$ cat config.mk
export PLATFORM = sky130hd
export DESIGN_NAME = traffic_light_monitor
export DESIGN_NICKNAME = d
export VERILOG_FILES = /design/src/rtl/traffic_light_monitor.sv
export SDC_FILE = /design/constraint.sdc
export NUM_CORES = 1
export LEC_CHECK = 0
export ABC_CLOCK_PERIOD_IN_PS = 2400
export CAP_MARGIN = 20
export CELL_PAD_IN_SITES_DETAIL_PLACEMENT = 0
export CELL_PAD_IN_SITES_GLOBAL_PLACEMENT = 1
export CORE_UTILIZATION = 38
export DETAILED_ROUTE_END_ITERATION = 10
export GPL_TIMING_DRIVEN = 1
export PLACE_DENSITY_LB_ADDON = 0.1
export RECOVER_POWER = 50
export SYNTH_ARGS = -nofsm -noshare
export SYNTH_HDL_FRONTEND = slang
export SYNTH_SLANG_ARGS = --single-unit
export TNS_END_PERCENT = 100
$ cat constraint.sdc
create_clock -name clk -period 2.4 [get_ports clk]
set_input_delay 0.36 -clock clk [delete_from_list [all_inputs] [get_ports clk]]
set_output_delay 0.36 -clock clk [all_outputs]
set_load 0.05 [all_outputs]
$ cat src/rtl/traffic_light_monitor.sv
// Passive lamp-protocol checker for the traffic light controller: one-hot codes, R->G->Y->R order, dwell times.
// Build option TL_MON_STICKY_ERR_EN makes the error flags sticky until clr_err; otherwise they are 1-cycle pulses.
module traffic_light_monitor #(
    parameter int RED_CYCLES    = 50,
    parameter int GREEN_CYCLES  = 40,
    parameter int YELLOW_CYCLES = 10,
    parameter int DWELL_W       = 16,
    parameter int CNT_W         = 16
) (
    input  logic             clk,
    input  logic             rst,
    input  logic [2:0]       light,
    input  logic             clr_err,
    output logic [1:0]       phase,
    output logic             locked,
    output logic             err_code,
    output logic             err_order,
    output logic             err_dwell,
    output logic             err_any,
    output logic [CNT_W-1:0] cycles_done
);

    typedef enum logic {
        ACQUIRE = 1'b0,
        LOCKED  = 1'b1
    } state_t;

    localparam logic [DWELL_W-1:0] DWELL_MAX = '1;
    localparam logic [CNT_W-1:0]   CNT_MAX   = '1;

    state_t               state_q, state_d;
    logic [2:0]           light_q, light_d;
    logic [DWELL_W-1:0]   dwell_q, dwell_d, dwell_inc;
    logic [1:0]           phase_q, phase_d;
    logic                 err_code_q, err_code_d;
    logic                 err_order_q, err_order_d;
    logic                 err_dwell_q, err_dwell_d;
    logic                 err_any_q, err_any_d;
    logic [CNT_W-1:0]     cnt_q, cnt_d;
    logic                 new_code, new_order, new_dwell;
    logic [1:0]           ph_in, ph_prev;

    // Phase numbering: 1 = red, 2 = green, 3 = yellow, 0 = illegal code.
    function automatic logic [1:0] phase_of(input logic [2:0] code);
        case (code)
            3'b100:  return 2'd1;
            3'b001:  return 2'd2;
            3'b010:  return 2'd3;
            default: return 2'd0;
        endcase
    endfunction

    function automatic logic [1:0] next_phase(input logic [1:0] p);
        case (p)
            2'd1:    return 2'd2;
            2'd2:    return 2'd3;
            2'd3:    return 2'd1;
            default: return 2'd0;
        endcase
    endfunction

    function automatic logic [DWELL_W-1:0] req_dwell(input logic [1:0] p);
        case (p)
            2'd1:    return DWELL_W'(RED_CYCLES);
            2'd2:    return DWELL_W'(GREEN_CYCLES);
            2'd3:    return DWELL_W'(YELLOW_CYCLES);
            default: return '0;
        endcase
    endfunction

    function automatic logic [DWELL_W-1:0] wd_limit(input logic [1:0] p);
        case (p)
            2'd1:    return DWELL_W'(RED_CYCLES + 1);
            2'd2:    return DWELL_W'(GREEN_CYCLES + 1);
            2'd3:    return DWELL_W'(YELLOW_CYCLES + 1);
            default: return '0;
        endcase
    endfunction

    assign ph_in     = phase_of(light);
    assign ph_prev   = phase_of(light_q);
    assign dwell_inc = (dwell_q == DWELL_MAX) ? dwell_q : dwell_q + DWELL_W'(1);

    always_comb begin
        state_d   = state_q;
        light_d   = light;
        dwell_d   = dwell_q;
        phase_d   = ph_in;
        cnt_d     = cnt_q;
        new_code  = 1'b0;
        new_order = 1'b0;
        new_dwell = 1'b0;

        if (ph_in == 2'd0) begin
            // Held illegal code is remembered in light_q so repeats stay quiet.
            new_code = (light != light_q);
            state_d  = ACQUIRE;
            dwell_d  = '0;
        end else if (light == light_q) begin
            dwell_d = dwell_inc;
            if (state_q == LOCKED && dwell_inc == wd_limit(ph_in)) begin
                new_dwell = 1'b1;
            end
        end else begin
            dwell_d = DWELL_W'(1);
            if (ph_prev != 2'd0) begin
                if (ph_in == next_phase(ph_prev)) begin
                    if (state_q == LOCKED) begin
                        // Overlong phases were already reported by the watchdog.
                        new_dwell = (dwell_q < req_dwell(ph_prev));
                        if (ph_prev == 2'd3 && cnt_q != CNT_MAX) begin
                            cnt_d = cnt_q + CNT_W'(1);
                        end
                    end
                    state_d = LOCKED;
                end else if (state_q == LOCKED) begin
                    new_order = 1'b1;
                    state_d   = ACQUIRE;
                end
            end
        end

`ifdef TL_MON_STICKY_ERR_EN
        err_code_d  = new_code  | (err_code_q  & ~clr_err);
        err_order_d = new_order | (err_order_q & ~clr_err);
        err_dwell_d = new_dwell | (err_dwell_q & ~clr_err);
`else
        err_code_d  = new_code;
        err_order_d = new_order;
        err_dwell_d = new_dwell;
`endif
        err_any_d = err_code_d | err_order_d | err_dwell_d;
    end

`ifndef TL_MON_STICKY_ERR_EN
    logic unused_clr_err;
    assign unused_clr_err = clr_err;
`endif

    always_ff @(posedge clk) begin
        if (rst) begin
            state_q     <= ACQUIRE;
            light_q     <= 3'b000;
            dwell_q     <= '0;
            phase_q     <= 2'd0;
            err_code_q  <= 1'b0;
            err_order_q <= 1'b0;
            err_dwell_q <= 1'b0;
            err_any_q   <= 1'b0;
            cnt_q       <= '0;
        end else begin
            state_q     <= state_d;
            light_q     <= light_d;
            dwell_q     <= dwell_d;
            phase_q     <= phase_d;
            err_code_q  <= err_code_d;
            err_order_q <= err_order_d;
            err_dwell_q <= err_dwell_d;
            err_any_q   <= err_any_d;
            cnt_q       <= cnt_d;
        end
    end

    assign phase       = phase_q;
    assign locked      = (state_q == LOCKED);
    assign err_code    = err_code_q;
    assign err_order   = err_order_q;
    assign err_dwell   = err_dwell_q;
    assign err_any     = err_any_q;
    assign cycles_done = cnt_q;

endmodule
==> flow_metrics.py, run 1 <==
metrics = {
    "clocking": {
        "clock_path_buffers": 2,
        "hold_buffers": 0,
        "htreeDepth": 2,
        "cts_tree": "done",
        "clk_pin_slew_worst_paths_ns": 0.08,
        "root_buffer": "clkbuf_8",
        "cts_buffers": 5,
        "clk_latency_ns": 0.30,
        "cts.sinks": 42,
    },
    "setup_path": {
        "worst-path-buf-inv": 0,
        "critical_path_class": "register to register",
        "required_ns": 2.59,
        "slowest_delay_ns": 0.39,
        "rr_endpoint": "cycles_done[7]$_SDFFE_PP0P_",
        "crit_chain": "xnor2_2 -> or2_4 -> ha_4 -> a21oi_1 -> and4b_4 -> nand3_4 -> nor4_4 -> xnor2_1 -> nor2_1",
        "cp_max_fo": 8,
        "r2r-start": "light_q[1]$_SDFF_PP0_",
        "reg2regPathDepth": 9,
        "reg2reg_slack_ns": 0.08,
        "critPathCaptureType": "register",
        "crit_family": "simple AND/OR/NAND/NOR gates",
        "worstSetupStartpointType": "register",
        "arrival_ns": 2.50,
        "cp_slowest_cell": "and4b_4",
    },
    "routing": {
        "drt-total-wl_um": 6130,
        "wl_per_cell_um": 14.6,
        "firstDrtPassIters": 4,
        "drt_iter0_markers": 111,
        "via_per_inst": 5.19,
        "postRouteAntennaNets": 0,
        "vias": 2178,
        "route.detailed.drc": 0,
    },
    "placed_design": {
        "dp_slack_ns": -0.382,
        "port_buffers": 27,
        "place_area_um2": 2980,
        "gp_congestion": 0.799,
        "post-dp-hpwl_um": 4420,
    },
    "final_layout": {
        "fillers": 584,
        "mostFrequentLayoutCells": "buf_4, nor2_1, dfxtp_1",
        "final_cell_area_um2": 3290,
        "drive_gt1_frac": 0.261,
        "seq_area_um2": 847,
        "antennaDiodeCount": 0,
        "nets": 360,
        "area_delta_synth_final_pct": 38.5,
        "multi_input_area_um2": 1600,
        "layout_commonest_cell": "buf_4",
    },
    "timing": {
        "fin_hold_ws_ns": 0.526,
        "worst_pin_slew_ns": 0.505,
        "skew_ns": 0.00582,
        "post-route-min-period_ns": 2.32,
        "finalSetupViolations": 0,
        "finalMaxSlewViolations": 0,
        "maxSlewHeadroom": 0.662,
        "hold_violations": 0,
        "finalWorstSetupSlack_ns": 0.0828,
        "fmaxAchievable_mhz": 432,
        "fin_crit_sh": 0.966,
    },
    "synthesis": {
        "ys_ff_latch": 42,
        "synth_edf_count": 0,
        "synth_nets": 290,
        "synth-main-ff-cell": "dfxtp_1",
        "synth_area_um2": 2380,
        "synth_cell_types": 51,
        "ys_seq_area_frac": 0.354,
        "ys_warn_count": 0,
        "syn_area_per_cell_um2": 8.68,
        "async_flop_share": 0,
        "synthCells": 274,
    },
    "floorplanning": {
        "dieArea_um2": 6580,
        "die_w_um": 81.1,
        "core_area_um2": 5990,
        "start_util": 0.397,
        "num_rows": 28,
        "die_h_um": 81.1,
        "ios": 29,
    },
    "global_routing": {
        "grt_start_max_net_pins": 24,
        "grt_pass1_wl_um": 10000,
        "antenna_found_initial": 0,
        "grt_usage": 0.201,
        "grt_pass1_vias": 1987,
        "grt-ovfl-total": 0,
    },
    "pwr": {
        "finalPower_mw": 1.45,
        "power.density_nw_per_um2": 439,
        "leakage_nw": 1.37,
        "irDropWorstVdd_mv": 0.249,
    },
    "min_path": {
        "hold_depth": 2,
        "min_from": "cycles_done[4]$_SDFFE_PP0P_",
        "hold_class": "register to register",
        "holdPathEnd": "cycles_done[4]$_SDFFE_PP0P_",
    },
    "flow_run": {
        "max_cap_violations": 0,
    },
    "outcome": {
        "outcome": "finished clean",
    },
}
==> power breakdown <==
group	switching [mW]	leakage, nW	internal (mW)	total, mW
registers	0.00787	0.341	0.707	0.715
logic	0.127	0.982	0.117	0.244
clock network	0.255	0.0482	0.233	0.487
total	0.390	1.37	1.06	1.45
==> worst min-delay path, stage by stage, from the launching register on <==
cell and delay, ns:
dfxtp_1 0.34, o21ai_0 0.08, a21oi_1 0.06
==> how the worst max path moves through the flow <==
stage                                   end                  start  cells past startpoint
3_5_place_dp   cycles_done[10]$_SDFFE_PP0P_               light[1]                     10
5_1_grt         cycles_done[7]$_SDFFE_PP0P_  light_q[1]$_SDFF_PP0_                      9
6_report        cycles_done[7]$_SDFFE_PP0P_  light_q[1]$_SDFF_PP0_                      9
4_1_cts        cycles_done[13]$_SDFFE_PP0P_               light[1]                     10
2_1_floorplan  cycles_done[11]$_SDFFE_PP0P_  light_q[1]$_SDFF_PP0_                     10
3_3_place_gp   cycles_done[10]$_SDFFE_PP0P_               light[1]                     10
==> layer usage <==
metal  up-vias  track usage  wire [um]
met5         -            0          0
met4         0       0.0482         55
met1      1034        0.297       3190
met2        27        0.299       2700
li1       1111            -          -
met3         6       0.0371        180
==> Yosys cell counts, types with 5 or more instances <==
master   number  area (um^2)
nor4_2        5         62.6
dfxtp_1      42          841
nor2_1       40          150
a21oi_1       6         30.0
a31oi_1       5         31.3
inv_1         8         30.0
xor2_1       13          114
nand4_1       6         37.5
xnor2_1      18          158
o21ai_0       8         40.0
ha_1         10          125
nand2_1      15         56.3
nor4_1        7         43.8
nor3_1       12         60.1
nand3_1      14         70.1
==> repair_timing <==
action                                  4_1_cts  5_1_grt
gates cloned                                  0        1
resized for setup                             2       30
pin swaps                                     0        9
setup buffers                                 0        4
endpoints found under the setup margin       11       18
==> stage by stage <==
stage / std cells / TNS, ns / util
final: 420 / 0 / 0.549
after global routing: 420 / -0.0358 / 0.549
after detailed placement: 407 / -5.71 / 0.498
after global placement: 407 / -4.32 / 0.498
after floorplan: 274 / 0 / -
after CTS: 415 / -0.157 / 0.515
==> layout make-up <==
class | count | share of cell area
multi-input combinational | 213 | 0.487
timing repair buffer | 74 | 0.191
clock inverter | 1 | 0.00152
inverter | 8 | 0.00912
clock buffer | 7 | 0.0262
sequential | 42 | 0.257
tap | 75 | 0.0285
==> registers in the layout (all words and copies together), names as in the netlist <==
signal and flops:
err_dwell 1, locked 1, light_q 3, cycles_done 16, err_code 1, phase 2, err_order 1, dwell_q 16
err_any 1
==> cells by family (layout without fill, tap and decap cells) <==
group | count (synthesis) | after routing | synth area share
muxes | 5 | 5 | 0.0232
xor gates and xnor gates | 31 | 31 | 0.114
buffers and inverters | 20 | 90 | 0.0468
and+or+nand+nor | 132 | 133 | 0.319
AOI/OAI and AO/OA | 34 | 34 | 0.0900
DFF | 42 | 42 | 0.354
adders and majority gates | 10 | 10 | 0.0526
No activity file was read; power rests on OpenSTA's default activity.
==> run 2, diff against run 1 <==
--- a/config.mk
+++ b/config.mk
@@ -6,9 +6,10 @@
 export NUM_CORES = 1
 export LEC_CHECK = 0
 export ABC_CLOCK_PERIOD_IN_PS = 2400
-export CAP_MARGIN = 20
+export CAP_MARGIN = 5
 export CELL_PAD_IN_SITES_DETAIL_PLACEMENT = 0
 export CELL_PAD_IN_SITES_GLOBAL_PLACEMENT = 1
+export CORE_ASPECT_RATIO = 1.4
 export CORE_UTILIZATION = 38
 export DETAILED_ROUTE_END_ITERATION = 10
 export GPL_TIMING_DRIVEN = 1
==> run 2 against run 1 <==
Core utilization is 1.4 points lower. Global-route usage hardly changed. Cell count is 2.6% lower. Critical path depth stayed put. Clock power is 11% lower. Final area is 3.2% lower. Sequential share of layout area is 0.73 points higher. Largest power group unchanged. Clock-buffer cell count stayed put. Combinational power is 11% lower. Critical endpoint is now cycles_done[11]$_SDFFE_PP0P_.
==> flow_metrics.py, run 2 (synthesized netlist as in run 1, its figures left out) <==
metrics = {
    "setup_path": {
        "rr_endpoint": "cycles_done[11]$_SDFFE_PP0P_",
        "reg2reg_slack_ns": 0.14,
        "required_ns": 2.57,
        "cp_max_fo": 8,
        "worstSetupStartpointType": "register",
        "critPathCaptureType": "register",
        "reg2regPathDepth": 9,
        "arrival_ns": 2.43,
        "critical_path_class": "register to register",
        "r2r-start": "light_q[0]$_SDFF_PP0_",
    },
    "clocking": {
        "clk_latency_ns": 0.29,
        "root_buffer": "clkbuf_8",
        "cts.sinks": 42,
        "cts_tree": "done",
        "clock_path_buffers": 2,
        "hold_buffers": 0,
        "clk_pin_slew_worst_paths_ns": 0.07,
        "cts_buffers": 5,
        "htreeDepth": 2,
    },
    "global_routing": {
        "grt_pass1_wl_um": 9750,
        "antenna_found_initial": 0,
        "grt_usage": 0.202,
        "grt_start_max_net_pins": 24,
        "grt-ovfl-total": 0,
        "grt_pass1_vias": 2093,
    },
    "timing": {
        "finalMaxSlewViolations": 0,
        "maxSlewHeadroom": 0.651,
        "fmaxAchievable_mhz": 443,
        "post-route-min-period_ns": 2.26,
        "fin_crit_sh": 0.941,
        "rsz0062_at_grt": "no",
        "skew_ns": 0.00471,
        "hold_violations": 0,
        "finalSetupViolations": 0,
        "worst_pin_slew_ns": 0.521,
        "fin_hold_ws_ns": 0.509,
    },
    "floorplanning": {
        "start_util": 0.400,
        "die_h_um": 95.6,
        "num_rows": 33,
        "core_area_um2": 5950,
        "dieArea_um2": 6580,
        "ios": 29,
        "die_w_um": 68.8,
    },
    "routing": {
        "via_per_inst": 5.22,
        "firstDrtPassIters": 5,
        "wl_per_cell_um": 14.6,
        "drt-total-wl_um": 5950,
        "vias": 2137,
        "drt_iter0_markers": 60,
        "route.detailed.drc": 0,
        "postRouteAntennaNets": 0,
    },
    "placed_design": {
        "place_area_um2": 2950,
        "place_inst": 398,
        "post-dp-hpwl_um": 4460,
        "port_buffers": 27,
        "gp_congestion": 0.785,
    },
    "final_layout": {
        "mostFrequentLayoutCells": "dfxtp_1, nor2_1, buf_4",
        "nets": 355,
        "final_core_util": 0.536,
        "drive_gt1_frac": 0.230,
        "stdcell_count": 409,
        "antennaDiodeCount": 0,
        "fillers": 596,
        "layout_commonest_cell": "dfxtp_1",
        "area_delta_synth_final_pct": 34.1,
        "final_cell_area_um2": 3190,
    },
    "flow_run": {
        "max_cap_violations": 0,
    },
    "min_path": {
        "holdPathEnd": "locked$_SDFFE_PP0P_",
        "hold_class": "register to register",
        "hold_depth": 2,
        "min_from": "locked$_SDFFE_PP0P_",
    },
    "outcome": {
        "outcome": "finished clean",
    },
    "pwr": {
        "leakage_nw": 1.31,
        "finalPower_mw": 1.37,
        "irDropWorstVdd_mv": 0.263,
        "power.density_nw_per_um2": 429,
    },
}
[run 2: layout make-up]
class,instances,area (um^2),share of cell area
Clock buffer,7,76.3,0.0239
Inverter,8,30.0,0.00942
Multi-Input combinational cell,212,1570,0.492
Sequential cell,42,843,0.265
Tap cell,70,87.6,0.0275
Timing Repair Buffer,70,582,0.183
[run 2: power breakdown]
group / switching (mW) / internal [mW] / total [mW]
registers: 0.00717 / 0.707 / 0.714
clock network: 0.233 / 0.201 / 0.434
logic: 0.116 / 0.102 / 0.218
[run 2: worst max-delay path by stage]
stage / from / endpoint / slack, ns / cells after the start
after detailed placement: light[1] / cycles_done[10]$_SDFFE_PP0P_ / -0.48 / 10
after CTS: light[2] / cycles_done[11]$_SDFFE_PP0P_ / 0.004 / 10
after global placement: light[1] / cycles_done[10]$_SDFFE_PP0P_ / -0.41 / 10
after floorplan: light_q[1]$_SDFF_PP0_ / cycles_done[11]$_SDFFE_PP0P_ / 0.14 / 10
final: light_q[0]$_SDFF_PP0_ / cycles_done[11]$_SDFFE_PP0P_ / 0.14 / 9
after global routing: light_q[2]$_SDFF_PP0_ / cycles_done[4]$_SDFFE_PP0P_ / 0.02 / 9
[run 2: what timing repair did]
action | in CTS | in global routing
resized for setup | 7 | 20
endpoints found under the setup margin | 16 | 18
setup buffers | 0 | 4
hold endpoints to repair | 0 | 0
pin swaps | 1 | 10
[run 2: worst max-delay path: stages (launching register included)]
cell and delay, ns:
dfxtp_2 0.34, xnor2_1 0.13, or2_2 0.31, ha_4 0.29, a21oi_1 0.04, and4b_2 0.35
nand3_4 0.19, nor4_4 0.28, xnor2_1 0.15, nor2_1 0.05
[run 2: per-stage QoR]
stage | setup TNS (ns) | worst slack, ns
floorplan | 0 | 0.136
detailed placement | -6.86 | -0.476
global placement | -6.02 | -0.415
finish | 0 | 0.141
CTS | 0 | 0.00350
global route | 0 | 0.0192
[run 2: per-layer routing]
metal	track usage	up-vias	part of all wire
li1	-	1100	-
met1	0.223	995	0.43
met2	0.368	32	0.53
met3	0.0371	10	0.026
met4	0.0731	0	0.020
met5	0	-	0
